## src/rtl/square_arbiter_if.sv

```systemverilog
// Request, response and squarer-side signal bundle for square_arbiter.
// master = arbiter side, slave = requesters/consumer/squarer side.
interface square_arbiter_if #(
  parameter int unsigned N    = 8,
  parameter int unsigned NREQ = 4
);
  localparam int unsigned IDW = $clog2(NREQ);

  logic [NREQ-1:0]   req_valid;
  logic [NREQ*N-1:0] req_data;
  logic [NREQ-1:0]   req_ready;
  logic              rsp_valid;
  logic [IDW-1:0]    rsp_id;
  logic [2*N-1:0]    rsp_data;
  logic              rsp_err;
  logic              rsp_ready;
  logic              sq_start;
  logic [N-1:0]      sq_data;
  logic [2*N-1:0]    sq_result;
  logic              sq_done;
  logic              busy;

  modport master (
    input  req_valid, req_data, rsp_ready, sq_result, sq_done,
    output req_ready, rsp_valid, rsp_id, rsp_data, rsp_err, sq_start, sq_data, busy
  );

  modport slave (
    output req_valid, req_data, rsp_ready, sq_result, sq_done,
    input  req_ready, rsp_valid, rsp_id, rsp_data, rsp_err, sq_start, sq_data, busy
  );
endinterface

```

## src/rtl/square_arbiter.sv

```systemverilog
// Round-robin arbiter sharing one squarer between NREQ requesters with a tagged response channel.
// Optional WAIT-state timeout enabled by defining SQ_ARB_TIMEOUT_EN.
module square_arbiter #(
  parameter int unsigned N       = 8,
  parameter int unsigned NREQ    = 4,
  parameter int unsigned TIMEOUT = 15
) (
  input  logic              clk,
  input  logic              rst,
  square_arbiter_if.master  bus
);
  localparam int unsigned IDW = $clog2(NREQ);
  localparam int unsigned RW  = 2 * N;

  if (NREQ < 2 || TIMEOUT == 0) begin : g_bad_cfg
    $error("square_arbiter: NREQ must be >= 2 and TIMEOUT >= 1");
  end

  typedef enum logic [1:0] {
    S_IDLE,
    S_ISSUE,
    S_WAIT,
    S_RESP
  } state_t;

  state_t          r_state, w_state_n;
  logic [IDW-1:0]  r_ptr, w_ptr_n;
  logic [N-1:0]    r_operand, w_operand_n;
  logic [IDW-1:0]  r_rsp_id, w_rsp_id_n;
  logic [RW-1:0]   r_rsp_data, w_rsp_data_n;
  logic            r_rsp_valid;
  logic            r_sq_start;
  logic            r_busy;

  logic            w_found;
  logic [IDW-1:0]  w_gid;
  logic [IDW-1:0]  w_idx;
  logic [NREQ-1:0] w_req_ready;

`ifdef SQ_ARB_TIMEOUT_EN
  localparam int unsigned CW = $clog2(TIMEOUT + 1);
  logic [CW-1:0]   r_cnt, w_cnt_n;
  logic            r_rsp_err, w_rsp_err_n;
`endif

  // Priority scan starting at r_ptr, wrapping modulo NREQ.
  always_comb begin
    w_found = 1'b0;
    w_gid   = '0;
    w_idx   = '0;
    for (int k = 0; k < int'(NREQ); k++) begin
      w_idx = IDW'((int'(r_ptr) + k) % int'(NREQ));
      if (!w_found && bus.req_valid[w_idx]) begin
        w_found = 1'b1;
        w_gid   = w_idx;
      end
    end
  end

  // Next-state and next-register logic.
  always_comb begin
    w_state_n    = r_state;
    w_ptr_n      = r_ptr;
    w_operand_n  = r_operand;
    w_rsp_id_n   = r_rsp_id;
    w_rsp_data_n = r_rsp_data;
    w_req_ready  = '0;
`ifdef SQ_ARB_TIMEOUT_EN
    w_cnt_n      = r_cnt;
    w_rsp_err_n  = r_rsp_err;
`endif
    case (r_state)
      S_IDLE: begin
        if (w_found) begin
          w_req_ready[w_gid] = 1'b1;
          w_operand_n        = bus.req_data[int'(w_gid)*int'(N) +: N];
          w_rsp_id_n         = w_gid;
          w_state_n          = S_ISSUE;
`ifdef SQ_ARB_TIMEOUT_EN
          w_cnt_n            = '0;
`endif
        end
      end
      S_ISSUE: begin
        w_state_n = S_WAIT;
      end
      S_WAIT: begin
        if (bus.sq_done) begin
          w_rsp_data_n = bus.sq_result;
          w_state_n    = S_RESP;
`ifdef SQ_ARB_TIMEOUT_EN
          w_rsp_err_n  = 1'b0;
        end else if (r_cnt == CW'(TIMEOUT - 1)) begin
          // Limit reached without a result: report an error response.
          w_rsp_data_n = '0;
          w_rsp_err_n  = 1'b1;
          w_state_n    = S_RESP;
        end else begin
          w_cnt_n      = CW'(r_cnt + 1'b1);
`endif
        end
      end
      S_RESP: begin
        if (bus.rsp_ready) begin
          w_ptr_n   = (r_rsp_id == IDW'(NREQ - 1)) ? '0 : IDW'(r_rsp_id + 1'b1);
          w_state_n = S_IDLE;
        end
      end
      default: begin
        w_state_n = S_IDLE;
      end
    endcase
  end

  // State and registered outputs; strobes derive from the next state.
  always_ff @(posedge clk) begin
    if (rst) begin
      r_state     <= S_IDLE;
      r_ptr       <= '0;
      r_operand   <= '0;
      r_rsp_id    <= '0;
      r_rsp_data  <= '0;
      r_rsp_valid <= 1'b0;
      r_sq_start  <= 1'b0;
      r_busy      <= 1'b0;
`ifdef SQ_ARB_TIMEOUT_EN
      r_cnt       <= '0;
      r_rsp_err   <= 1'b0;
`endif
    end else begin
      r_state     <= w_state_n;
      r_ptr       <= w_ptr_n;
      r_operand   <= w_operand_n;
      r_rsp_id    <= w_rsp_id_n;
      r_rsp_data  <= w_rsp_data_n;
      r_rsp_valid <= (w_state_n == S_RESP);
      r_sq_start  <= (w_state_n == S_ISSUE);
      r_busy      <= (w_state_n != S_IDLE);
`ifdef SQ_ARB_TIMEOUT_EN
      r_cnt       <= w_cnt_n;
      r_rsp_err   <= w_rsp_err_n;
`endif
    end
  end

  assign bus.req_ready = w_req_ready;
  assign bus.rsp_valid = r_rsp_valid;
  assign bus.rsp_id    = r_rsp_id;
  assign bus.rsp_data  = r_rsp_data;
  assign bus.sq_start  = r_sq_start;
  assign bus.sq_data   = r_operand;
  assign bus.busy      = r_busy;
`ifdef SQ_ARB_TIMEOUT_EN
  assign bus.rsp_err   = r_rsp_err;
`else
  assign bus.rsp_err   = 1'b0;
`endif

endmodule

```

## src/flat_wrapper.sv

```systemverilog
// flat-port wrapper written by rule: the top's interface ports become plain ports
module square_arbiter_flat 
#(
  parameter int unsigned N       = 8,
  parameter int unsigned NREQ    = 4,
  parameter int unsigned TIMEOUT = 15
)
  (clk, rst, bus_req_valid, bus_req_data, bus_rsp_ready, bus_sq_result, bus_sq_done, bus_req_ready, bus_rsp_valid, bus_rsp_id, bus_rsp_data, bus_rsp_err, bus_sq_start, bus_sq_data, bus_busy);
  square_arbiter_if #(.N(N), .NREQ(NREQ)) bus_i ();
  input  logic clk;
  input  logic rst;
  input wire logic [$bits(bus_i.req_valid)-1:0] bus_req_valid;
  input wire logic [$bits(bus_i.req_data)-1:0] bus_req_data;
  input wire logic [$bits(bus_i.rsp_ready)-1:0] bus_rsp_ready;
  input wire logic [$bits(bus_i.sq_result)-1:0] bus_sq_result;
  input wire logic [$bits(bus_i.sq_done)-1:0] bus_sq_done;
  output wire logic [$bits(bus_i.req_ready)-1:0] bus_req_ready;
  output wire logic [$bits(bus_i.rsp_valid)-1:0] bus_rsp_valid;
  output wire logic [$bits(bus_i.rsp_id)-1:0] bus_rsp_id;
  output wire logic [$bits(bus_i.rsp_data)-1:0] bus_rsp_data;
  output wire logic [$bits(bus_i.rsp_err)-1:0] bus_rsp_err;
  output wire logic [$bits(bus_i.sq_start)-1:0] bus_sq_start;
  output wire logic [$bits(bus_i.sq_data)-1:0] bus_sq_data;
  output wire logic [$bits(bus_i.busy)-1:0] bus_busy;
  assign bus_i.req_valid = bus_req_valid;
  assign bus_i.req_data = bus_req_data;
  assign bus_i.rsp_ready = bus_rsp_ready;
  assign bus_i.sq_result = bus_sq_result;
  assign bus_i.sq_done = bus_sq_done;
  assign bus_req_ready = bus_i.req_ready;
  assign bus_rsp_valid = bus_i.rsp_valid;
  assign bus_rsp_id = bus_i.rsp_id;
  assign bus_rsp_data = bus_i.rsp_data;
  assign bus_rsp_err = bus_i.rsp_err;
  assign bus_sq_start = bus_i.sq_start;
  assign bus_sq_data = bus_i.sq_data;
  assign bus_busy = bus_i.busy;
  square_arbiter #(.N(N), .NREQ(NREQ), .TIMEOUT(TIMEOUT)) u_core (.clk(clk), .rst(rst), .bus(bus_i));
endmodule
```

## config.mk

```make
export PLATFORM = sky130hd
export DESIGN_NAME = square_arbiter_flat
export DESIGN_NICKNAME = d
export VERILOG_FILES = /design/src/rtl/square_arbiter_if.sv /design/src/rtl/square_arbiter.sv /design/src/flat_wrapper.sv
export SDC_FILE = /design/constraint.sdc
export NUM_CORES = 1
export LEC_CHECK = 0
export CAP_MARGIN = 10
export CORE_AREA = 2 2 68 70
export DETAILED_ROUTE_END_ITERATION = 8
export DIE_AREA = 0 0 70 72
export PLACE_DENSITY = 0.76
export SYNTH_ARGS = -nofsm -noshare
export SYNTH_HDL_FRONTEND = slang
export SYNTH_SLANG_ARGS = --single-unit
```

## constraint.sdc

```tcl
create_clock -name clk -period 2.2 [get_ports clk]
set_input_delay 0.33 -clock clk [delete_from_list [all_inputs] [get_ports clk]]
set_output_delay 0.33 -clock clk [all_outputs]
set_load 0.02 [all_outputs]
```

# [Word-level counts from Yosys, hierarchy flattened]
# Cells that the tools add are included.
[totals] register_bits=33 mem_count=0 ram_bits=0 latchBits=0 romBits=0 inputBits=56
[classes] n_mul=0 add_sub_neg=4 n_div=0 n_eq_ne=6 magnitude_cmp=6 mux=25 reduce_logical=12 n_shift=1 bitwise_logic=0
[ops] op="32-bit by 6-bit variable part select with 8-bit output" n=1
[ops] op="2-bit 2-to-1 mux" n=8
[ops] op="2-bit by 3-bit < comparator with 1-bit output, second input constant" n=5
[ops] op="1-bit 2-to-1 mux" n=9
[ops] op="1-bit binary-select mux with 2-bit select" n=4
[ops] op="2-bit equality test, second input constant" n=4
[ops] op="4-bit 2-to-1 mux" n=2
[ops] op="2-bit case mux with 4 select lines" n=1
[ops] op="2-bit AND reduction" n=3
[ops] op="2-bit by 1-bit adder with 2-bit output, second input constant" n=2
[ops] op="2-bit adder, second input constant" n=2
[ops] op="2-bit by 1-bit equality test with 1-bit output, second input constant" n=2
[ops] op="1-bit logical AND" n=4
[ops] op="1-bit logical NOT" n=3
[ops] op="1-bit demux with 2-bit select" n=1
[ops] op="2-bit by 1-bit >= comparator with 1-bit output, second input constant" n=1
[ops] op="2-bit logical NOT" n=1
[ops] op="2-bit nonzero test" n=1

# [Depth between registers and ports, before layout]
# Gate-level depths: netlist of run 1.
[logic_depth] ltp_word=18 depth_mapped=7 depth_no_buf=5

# [Worst setup path after synthesis of run 1]
# Ideal clock, no wire load.
[synth_path] path_kind="input to output" start="input bus_req_valid[2]" end="output bus_req_ready[1]" path_slack_ns=0.288 n_path_buf=1 required_time_ns=1.870 path_stages=6 arrival_ns=1.582 cell_sequence="or2b_1 > a21oi_2 > a211o_1 > buf_6 > or3_4 > nor2_1"
[synth_between] elab_chain_len=18 elab_cells_between_ends=29 classes_between="order compare: 2; mux: 20; reduce/logical: 7"
[synth_rtl] item="start, declared" line_no="flat_wrapper.sv:12" source="input wire logic [$bits(bus_i.req_valid)-1:0] bus_req_valid;"
[synth_rtl] item="1-bit binary-select mux with 2-bit select" line_no="square_arbiter.sv:53" source="if (!w_found && bus.req_valid[w_idx]) begin"
[synth_rtl] item="1-bit 2-to-1 mux (implied by the code)" line_no="square_arbiter.sv:53"
[synth_rtl] item="1-bit 2-to-1 mux" line_no="square_arbiter.sv:53"
[synth_rtl] item="1-bit logical NOT" line_no="square_arbiter.sv:53"
[synth_rtl] item="1-bit logical AND" line_no="square_arbiter.sv:53"
[synth_rtl] item="1-bit 2-to-1 mux" line_no="square_arbiter.sv:53"
[synth_rtl] item="1-bit logical NOT" line_no="square_arbiter.sv:53"
[synth_rtl] item="1-bit logical AND" line_no="square_arbiter.sv:53"
[synth_rtl] item="[2 not listed]"
[synth_rtl] item="1-bit logical AND" line_no="square_arbiter.sv:53"
[synth_rtl] item="2-bit 2-to-1 mux" line_no="square_arbiter.sv:53"
[synth_rtl] item="2-bit by 3-bit < comparator with 1-bit output (implied by the code) or 2-bit by 1-bit >= comparator with 1-bit output (tied branches)" line_no="square_arbiter.sv:75" source="w_req_ready[w_gid] = 1'b1;"
[synth_rtl] item="1-bit logical AND (implied by the code)" line_no="square_arbiter.sv:75"
[synth_rtl] item="1-bit 2-to-1 mux (implied by the code)" line_no="square_arbiter.sv:75"
[synth_rtl] item="1-bit demux with 2-bit select"
[synth_rtl] item="4-bit 2-to-1 mux (*)" line_no="square_arbiter.sv:74" source="if (w_found) begin"
[synth_rtl] item="4-bit 2-to-1 mux (*)" line_no="square_arbiter.sv:72" source="case (r_state)"
[synth_rtl] item="end, declared" line_no="flat_wrapper.sv:17" source="output wire logic [$bits(bus_i.req_ready)-1:0] bus_req_ready;"
# Every way passes the cells marked *; elsewhere a longest branch is shown, timed or not. The select of a mux whose other input is x is not followed.

# [Final worst setup path of run 1]
[layout_path] start="register u_core.r_ptr[0]" end="output bus_req_ready[1]"
[layout_between] elab_chain_len=18 elab_cells_between_ends=32 classes_between="add/sub: 3; order compare: 2; mux: 20; reduce/logical: 7"
[layout_rtl] item="start, declared" line_no="square_arbiter.sv:27" source="logic [IDW-1:0] r_ptr, w_ptr_n;"
[layout_rtl] item="start signal, assigned" line_no="square_arbiter.sv:132" source="r_ptr <= w_ptr_n;"
[layout_rtl] item="branches (longest 16 deep; another with 2-bit by 3-bit < comparator with 1-bit output)"
[layout_rtl] item="4-bit 2-to-1 mux (*)" line_no="square_arbiter.sv:74"
[layout_rtl] item="4-bit 2-to-1 mux (*)" line_no="square_arbiter.sv:72"
# Every way passes the cells marked *. The select of a mux whose other input is x is not followed.

==> reports/qor.txt, run 1 <==
Area Overhead vs Synth: 72.37%
largest net degree at the start of global routing: 32
mux share of post-synthesis cell area: 13.16%
Worst Clk Skew: 3.042 ps
Die ar.: 5040 µm²
Unique masters post-synth: 30
fin. max-slew vios: 0
Min-Delay Path Class: reg -> reg
Avg WL per Cell: 12.57 µm
clock sinks: 33
gr ovfl total: 0
depth of the CTS H-tree: 2
CP endpoint kind: output port
Seq/Total Area, Yosys: 43.42%
outcome: finished clean
Post-Syn Nets: 232
period utilization: 95.17%
PortBufs: 88
Max Freq: 0.4776 GHz
First DRT Iteration DRCs: 70
first-pass GRT wire length: 6865 µm
gr usage total: 16.92%
DIE WIDTH: 70 µm
Non-Filler Instances: 327
Critical Path Fanout Max: 3
DRC viols: 0
Pre-Repair DR Iteration Count: 4
Post-synth EDFFs: 0
most frequent cells in the layout: 80 x clkdlybuf4s50_1, 38 x nand2_1, 33 x dfxtp_1
clock tree root buffer cell: clkbuf_8
Crit Path Class: reg -> out
peak supply drop: 274.3 µV
Routability Congestion: 0.7619
Finished Core Util: 61.50%
adder-cell area share of the yosys netlist: 0.8224%
Pwr Density: 612.0 nW/µm²
commonest non-fill, non-tap cell in the layout: clkdlybuf4s50_1
Mapped Avg Cell Area: 8.694 µm²
Primary FF master, synth: dfxtp_1
Final Critical Period: 2094 ps
Syn. warnings: 0
Placed Cells: 318
maxcap violations: 0
critical path launch point type: flip-flop
fin nets: 331
worst hold path depth: 2
CTS tree: done
Post-synth ARST share: 0%
CTS Buffer Depth: 2
Synth Instances: 175
Leak Pwr: 1.083 nW
clk_lat worst skew: 280 ps
simple-gate portion of the synthesized area: 22.29%
slowest CP cell: or3_4
Vias per Instance: 4.859
Row Count: 24
TritonCTS Buffers: 5
I/O Pins: 90
largest family of logic cells by synthesized area: simple AND/OR/NAND/NOR gates
antenna violations before repair: 0
Hold Violations, Final: 0
unrepaired setup endpoints after global routing: false
Post-Syn Area: 1521 µm²
overall power: 1.605 mW
CP Cell Sequence: nand2b_2 > a21oi_2 > a211o_1 > or3_4 > nor2_4 > buf_6
total wire length: 4111 µm
vias in the first global route: 1518
Compound-Gate Fraction of Synth Area: 14.31%
WP data required: 1870 ps
largest stage delay on the critical path: 410 ps
layout cells sized above 1: 13.09%
Starting Density: 35.68%
Clock transition at path regs: 60 ps
# diodes: 0
via count: 1589
Reg2Reg Depth: 7
HPWL after DPL: 3123 µm
Detail Route Antenna Nets: 0
core area: 4264 µm²
Die Height: 72 µm
Arr. time, crit path: 1760 ps
Finish-stage setup viols: 0
flops & latches, synth: 33
post-synthesis xor/xnor area fraction: 0%
-- metrics by stage --
step           hold slack, ps  setup TNS [ps]  worst slack [ps]  instance area (µm²)
2_1_floorplan           425.3               0             287.7                 1521
6_report                451.8               0             106.4                 2623
3_3_place_gp            441.4           -2206            -504.5                 2500
5_1_grt                 478.0               0             37.04                 2623
3_5_place_dp            448.1           -2405            -522.2                 2500
4_1_cts                 457.6         -0.2816           -0.2816                 2586
-- per-layer routing --
metal / vias up / GRT usage (%) / share of wire, %
li1: 801 / - / -
met1: 708 / 20.59 / 42
met2: 75 / 27.30 / 46
met3: 5 / 6.111 / 10
met4: 0 / 7.051 / 1.2
met5: - / 0 / 0
-- worst max-delay path, delay by kind of cell, from the launching register on --
family,cells,cell delay (ps)
buffers and inverters,1,120
AOI/OAI and AO/OA,2,300
DFF,1,370
and+or+nand+nor,3,690
-- cell usage after synthesis (2+ instances only) --
| master | number | share of area [%] |
|---|---|---|
| mux2i_1 | 20 | 13 |
| a21oi_2 | 2 | 1.2 |
| inv_1 | 4 | 0.99 |
| o22ai_1 | 2 | 0.82 |
| a21oi_1 | 18 | 5.9 |
| clkbuf_1 | 7 | 1.7 |
| o221ai_1 | 8 | 4.6 |
| nand2_1 | 38 | 9.4 |
| nor2_1 | 13 | 3.2 |
| buf_4 | 2 | 0.99 |
| dfxtp_1 | 33 | 43 |
| nor3_1 | 3 | 0.99 |
| nand3b_1 | 8 | 3.9 |
-- repair_timing --
action / in CTS / in global routing
endpoints found under the setup margin: 4 / 4
hold endpoints to repair: 0 / 0
setup buffers: 0 / 1
pin swaps: 0 / 3
hold buffers: 0 / 0
resized for setup: 21 / 8
-- power breakdown --
part	internal, mW	total, mW	switching [mW]
sequential	0.643	0.671	0.0286
combinational	0.243	0.438	0.195
clock	0.282	0.496	0.214
total	1.17	1.60	0.437
-- state kept, by name, indices dropped and copies added, names as in the netlist --
name / flops
u_core.bus.rsp_valid: 1
u_core.bus.busy: 1
u_core.r_state: 2
u_core.bus.rsp_id: 2
u_core.bus.sq_data: 8
u_core.bus.rsp_data: 16
u_core.bus.sq_start: 1
u_core.r_ptr: 2
-- final timing paths --
check | start | end | slack [ps]
max | u_core.r_ptr[0] | bus_req_ready[1] | 110
min | u_core.bus.rsp_data[2] | u_core.bus.rsp_data[2] | 450
max reg2reg | u_core.r_ptr[1] | u_core.bus.sq_data[6] | 490
min reg2reg | u_core.bus.rsp_data[2] | u_core.bus.rsp_data[2] | 450
-- final cells by class --
type                    count  area, µm²
clock buffers               7      96.34
clock inverters             1      5.005
fillers                   416       1642
inverters                   4      15.01
multi-input cells         127      788.3
flip-flops and latches     33      660.6
well taps                  52      65.06
repair buffers            103      992.2
-- cells by family after synthesis --
kind of cell / after synthesis
simple gates: 72
fa+ha+maj: 1
compound gates: 33
flops: 33
mux: 20
other cells: 1
buf+inv: 15
(Power assumes the default switching activity.)
==> run 2: changes to the inputs <==
--- a/config.mk
+++ b/config.mk
@@ -13,3 +13,4 @@
 export SYNTH_ARGS = -nofsm -noshare
 export SYNTH_HDL_FRONTEND = slang
 export SYNTH_SLANG_ARGS = --single-unit
+export TNS_END_PERCENT = 30
==> run 2 against run 1 <==
Compared with the run above: count of clock-buffer cells in the layout stayed put; clock skew up 0.60 ps; highest routed layer unchanged; critical endpoint unchanged; total power is essentially flat.
==> reports/qor.txt, run 2 (synthesis results as in run 1) <==
clock sinks: 33
fin nets: 331
Storage cell area: 660.6 µm²
Die Height: 72 µm
Hold Violations, Final: 0
First DRT Iteration DRCs: 71
Leak Pwr: 1.084 nW
worst slack, placed: -522.2 ps
gr ovfl total: 0
Max Freq: 0.4789 GHz
Pre-Repair DR Iteration Count: 4
core area: 4264 µm²
depth of the CTS H-tree: 2
critical path launch point type: flip-flop
peak supply drop: 273.9 µV
CP Cell Sequence: nand2b_2 > a21oi_2 > a211o_1 > or3_4 > nor2_4 > buf_6
largest net degree at the start of global routing: 32
max reg flops: 16
setup slack after layout: 111.7 ps
Non-Filler Instances: 327
via count: 1591
Crit Path Class: reg -> out
Routability Congestion: 0.7619
DRC viols: 0
outcome: finished clean
PortBufs: 88
antenna violations before repair: 0
CTS tree: done
slowest CP cell: or3_4
Finished Core Util: 61.68%
I/O Pins: 90
layout cells sized above 1: 13.45%
CTS Buffer Depth: 2
first-pass GRT wire length: 6858 µm
largest stage delay on the critical path: 410 ps
fillcell total: 418
clk_lat worst skew: 280 ps
Detail Route Antenna Nets: 0
commonest non-fill, non-tap cell in the layout: clkdlybuf4s50_1
Row Count: 24
multi-input logic area: 793.3 µm²
Finish-stage setup viols: 0
HPWL after DPL: 3123 µm
Final Critical Period: 2088 ps
unrepaired setup endpoints after global routing: false
Starting Density: 35.68%
Top delay family on crit path: simple AND/OR/NAND/NOR gates
Pwr Density: 610.8 nW/µm²
Arr. time, crit path: 1760 ps
CP endpoint kind: output port
maxcap violations: 0
Placed Cells: 318
fin. max-slew vios: 0
most frequent cells in the layout: 80 x clkdlybuf4s50_1, 38 x nand2_1, 33 x dfxtp_1
Avg WL per Cell: 12.61 µm
Area Overhead vs Synth: 72.86%
period utilization: 94.92%
DIE WIDTH: 70 µm
# hold bufs at CTS: 0
gr usage total: 16.89%
Min-Delay Path Class: reg -> reg
Vias per Instance: 4.865
vias in the first global route: 1518
WP data required: 1870 ps
clock tree root buffer cell: clkbuf_8
# diodes: 0
buffers and inverters on the worst path: 1
Die ar.: 5040 µm²
TritonCTS Buffers: 5
Critical Path Fanout Max: 3
Clock transition at path regs: 60 ps
Worst Clk Skew: 3.642 ps
total wire length: 4124 µm
run 2: cell count changes in the layout (fill, tap and decap cells not counted):
cell     delta
buf_2       -1
buf_4       +1
nor3b_1     -1
nor3b_2     +1
run 2: stage by stage:
step | hold WS [ps] | TNS (ps) | power, mW | area [µm²]
after floorplan | 425.3 | 0 | 0.8877 | 1521
after global placement | 441.4 | -2206 | 1.114 | 2500
after detailed placement | 448.1 | -2405 | 1.120 | 2500
after CTS | 457.6 | -3.010 | 1.618 | 2591
after global routing | 478.0 | 0 | 1.688 | 2630
final | 451.8 | 0 | 1.606 | 2630
run 2: routing by layer:
layer,global-route usage (%),part of all wire [%],up-vias
li1,-,-,801
met1,20.50,42,708
met2,27.30,47,75
met3,6.111,10,7
met4,7.051,1.3,0
met5,0,0,-
run 2: report_power, final:
group | switching [mW] | leakage (nW) | total, mW | internal, mW
logic | 0.195 | 0.760 | 0.439 | 0.244
clock network | 0.214 | 0.0542 | 0.496 | 0.283
registers | 0.0285 | 0.270 | 0.671 | 0.643
run 2: worst register-to-register path, stage by stage (launching register included):
cell and delay (ps):
dfxtp_1 330, buf_4 150, nor3b_2 150, or3_4 400
buf_4 140, nand2_1 230, o221ai_1 180
run 2: final cells by class:
| cell class | instances | share of cell area [%] |
|---|---|---|
| clock buffers | 7 | 3.663 |
| well taps | 52 | 2.474 |
| clock inverters | 1 | 0.1903 |
| inverters | 4 | 0.5709 |
| flip-flops and latches | 33 | 25.12 |
| repair buffers | 103 | 37.82 |
| multi-input cells | 127 | 30.16 |
run 2: final timing paths:
path / startpoint / to / slack [ps] / depth (start not counted)
hold reg to reg: u_core.bus.rsp_data[2] / u_core.bus.rsp_data[2] / 450 / 2
setup / recovery: u_core.r_ptr[0] / bus_req_ready[1] / 110 / 6
setup reg to reg: u_core.r_ptr[0] / u_core.bus.sq_data[3] / 490 / 6
hold / removal: u_core.bus.rsp_data[2] / u_core.bus.rsp_data[2] / 450 / 2
run 2: timing repair:
item,4_1_cts,5_1_grt
gates resized for setup,22,9
pin swaps,0,3
buffers inserted,0,1
gates cloned,0,0
hold endpoints to repair,0,0
endpoints found under the setup margin,4,3
==> run 3: changes to the inputs <==
--- a/config.mk
+++ b/config.mk
@@ -6,10 +6,10 @@
 export NUM_CORES = 1
 export LEC_CHECK = 0
 export CAP_MARGIN = 10
-export CORE_AREA = 2 2 68 70
+export CORE_AREA = 2 2 70 72
 export DETAILED_ROUTE_END_ITERATION = 8
-export DIE_AREA = 0 0 70 72
-export PLACE_DENSITY = 0.76
+export DIE_AREA = 0 0 72 74
+export PLACE_DENSITY = 0.75
 export SYNTH_ARGS = -nofsm -noshare
 export SYNTH_HDL_FRONTEND = slang
 export SYNTH_SLANG_ARGS = --single-unit
==> constraint.sdc (replaced) <==
create_clock -name clk -period 1.8 [get_ports clk]
set_input_delay 0.27 -clock clk [delete_from_list [all_inputs] [get_ports clk]]
set_output_delay 0.27 -clock clk [all_outputs]
set_load 0.02 [all_outputs]
==> run 3 against run 2 <==
Compared with the run above: sequential cell count stayed put; final cell count up 1.8%; design area grew 3.3%; critical path type unchanged; global-route usage decreased by 0.77 points; highest routed layer unchanged; sequential power increased by 21%; the run now ends with negative setup slack left.
==> reports/qor.txt, run 3 (synthesis results as in run 1) <==
outcome: finished with violations
failing checks: negative setup slack
PortBufs: 88
Pre-Repair DR Iteration Count: 4
largest net degree at the start of global routing: 32
period utilization: 108.5%
Pwr Density: 764.6 nW/µm²
multi-input logic area: 827.0 µm²
Detail Route Antenna Nets: 0
core area: 4598 µm²
fillcell total: 422
fin nets: 335
DRC viols: 0
Min-Delay Path Class: reg -> reg
worst slack, placed: -803.6 ps
total wire length: 4296 µm
Critical Path Fanout Max: 3
layout cells sized above 1: 16.85%
CP endpoint kind: output port
antenna violations before repair: 0
clk_lat worst skew: 280 ps
Worst Clk Skew: 5.371 ps
gr usage total: 16.12%
Starting Density: 33.09%
most frequent cells in the layout: 80 x clkdlybuf4s50_1, 36 x nand2_1, 31 x dfxtp_1
setup slack after layout: -152.8 ps
maxcap violations: 0
Vias per Instance: 4.790
DIE WIDTH: 72 µm
Final Critical Period: 1953 ps
Crit Path Class: reg -> out
I/O Pins: 90
slowest CP cell: or3_4
Die Height: 74 µm
gr ovfl total: 0
Routability Congestion: 0.7471
peak supply drop: 303.0 µV
Non-Filler Instances: 333
clock tree root buffer cell: clkbuf_8
max reg flops: 16
largest stage delay on the critical path: 380 ps
Clock transition at path regs: 70 ps
depth of the CTS H-tree: 2
unrepaired setup endpoints after global routing: true
critical path launch point type: flip-flop
CP Cell Sequence: o22ai_1 > a211o_1 > or3_4 > nor2_4 > buf_6
r2r setup slk: 100 ps
Arr. time, crit path: 1680 ps
Row Count: 25
Storage cell area: 665.6 µm²
vias in the first global route: 1534
first-pass GRT wire length: 6658 µm
# hold bufs at CTS: 0
Finished Core Util: 59.07%
First DRT Iteration DRCs: 52
setup TNS: -436.2 ps
Placed Cells: 321
Post-DP Area: 2510 µm²
Area Overhead vs Synth: 78.54%
CTS Buffer Depth: 2
HPWL after DPL: 3096 µm
Finish-stage setup viols: 4
CTS tree: done
Max Freq: 0.5121 GHz
via count: 1595
worst hold slack: 452.6 ps
TritonCTS Buffers: 5
Hold Violations, Final: 0
final instance area: 2716 µm²
commonest non-fill, non-tap cell in the layout: clkdlybuf4s50_1
Avg WL per Cell: 12.90 µm
clock sinks: 33
overall power: 2.077 mW
fin. max-slew vios: 0
# diodes: 0
WP data required: 1530 ps
Leak Pwr: 1.102 nW
Die ar.: 5328 µm²
==> run 3: changes by cell type in the layout (fill, tap and decap cells not counted), sizes merged <==
cell          previous run  this run
clkinv                   1         0
clkbuf                   7         8
dlymetal6s2s             2         0
bufinv                   0         1
dlygate4sd2              2         3
buf                     19        23
==> run 3: critical path: cells and delay by family (launching register included) <==
family          cells  cell delay (ps)
compound gates      2              440
flops               1              340
buf+inv             1              120
simple gates        2              500
==> run 3: final cells by class <==
cell class / count / area share (%)
clock buffers: 7 / 3.178
flip-flops and latches: 33 / 24.50
well taps: 54 / 2.487
inverters: 4 / 0.5527
clock inverters: 1 / 1.105
multi-input cells: 127 / 30.45
repair buffers: 107 / 37.72
==> run 3: timing repair <==
| item | CTS | global route |
|---|---|---|
| pin swaps | 5 | 4 |
| hold endpoints to repair | 0 | 0 |
| setup endpoints to repair | 13 | 12 |
| buffers inserted | 1 | 3 |
| resized for setup | 37 | 10 |
==> run 3: power by group <==
| group | internal [mW] | leakage, nW | total [mW] | switching (mW) |
|---|---|---|---|---|
| logic | 0.311 | 0.772 | 0.568 | 0.257 |
| clock network | 0.451 | 0.0585 | 0.697 | 0.247 |
| registers | 0.784 | 0.271 | 0.812 | 0.0277 |
| total | 1.55 | 1.10 | 2.08 | 0.531 |
==> run 3: path summary, 6_finish.rpt <==
kind                          start                     end  cells after the start
min reg2reg  u_core.bus.rsp_data[8]  u_core.bus.rsp_data[8]                      2
max reg2reg         u_core.r_ptr[1]   u_core.bus.sq_data[5]                      7
max                 u_core.r_ptr[0]        bus_req_ready[1]                      5
min          u_core.bus.rsp_data[8]  u_core.bus.rsp_data[8]                      2
==> run 3: routing by layer <==
| layer | up-vias | global-route usage, % | share of wire, % | wire, µm |
|---|---|---|---|---|
| met3 | 2 | 9.079 | 11 | 459 |
| met5 | - | 0 | 0 | 0 |
| met4 | 0 | 3.774 | 0.28 | 12 |
| met1 | 707 | 17.04 | 39 | 1670 |
| li1 | 815 | - | - | - |
| met2 | 71 | 28.19 | 50 | 2153 |
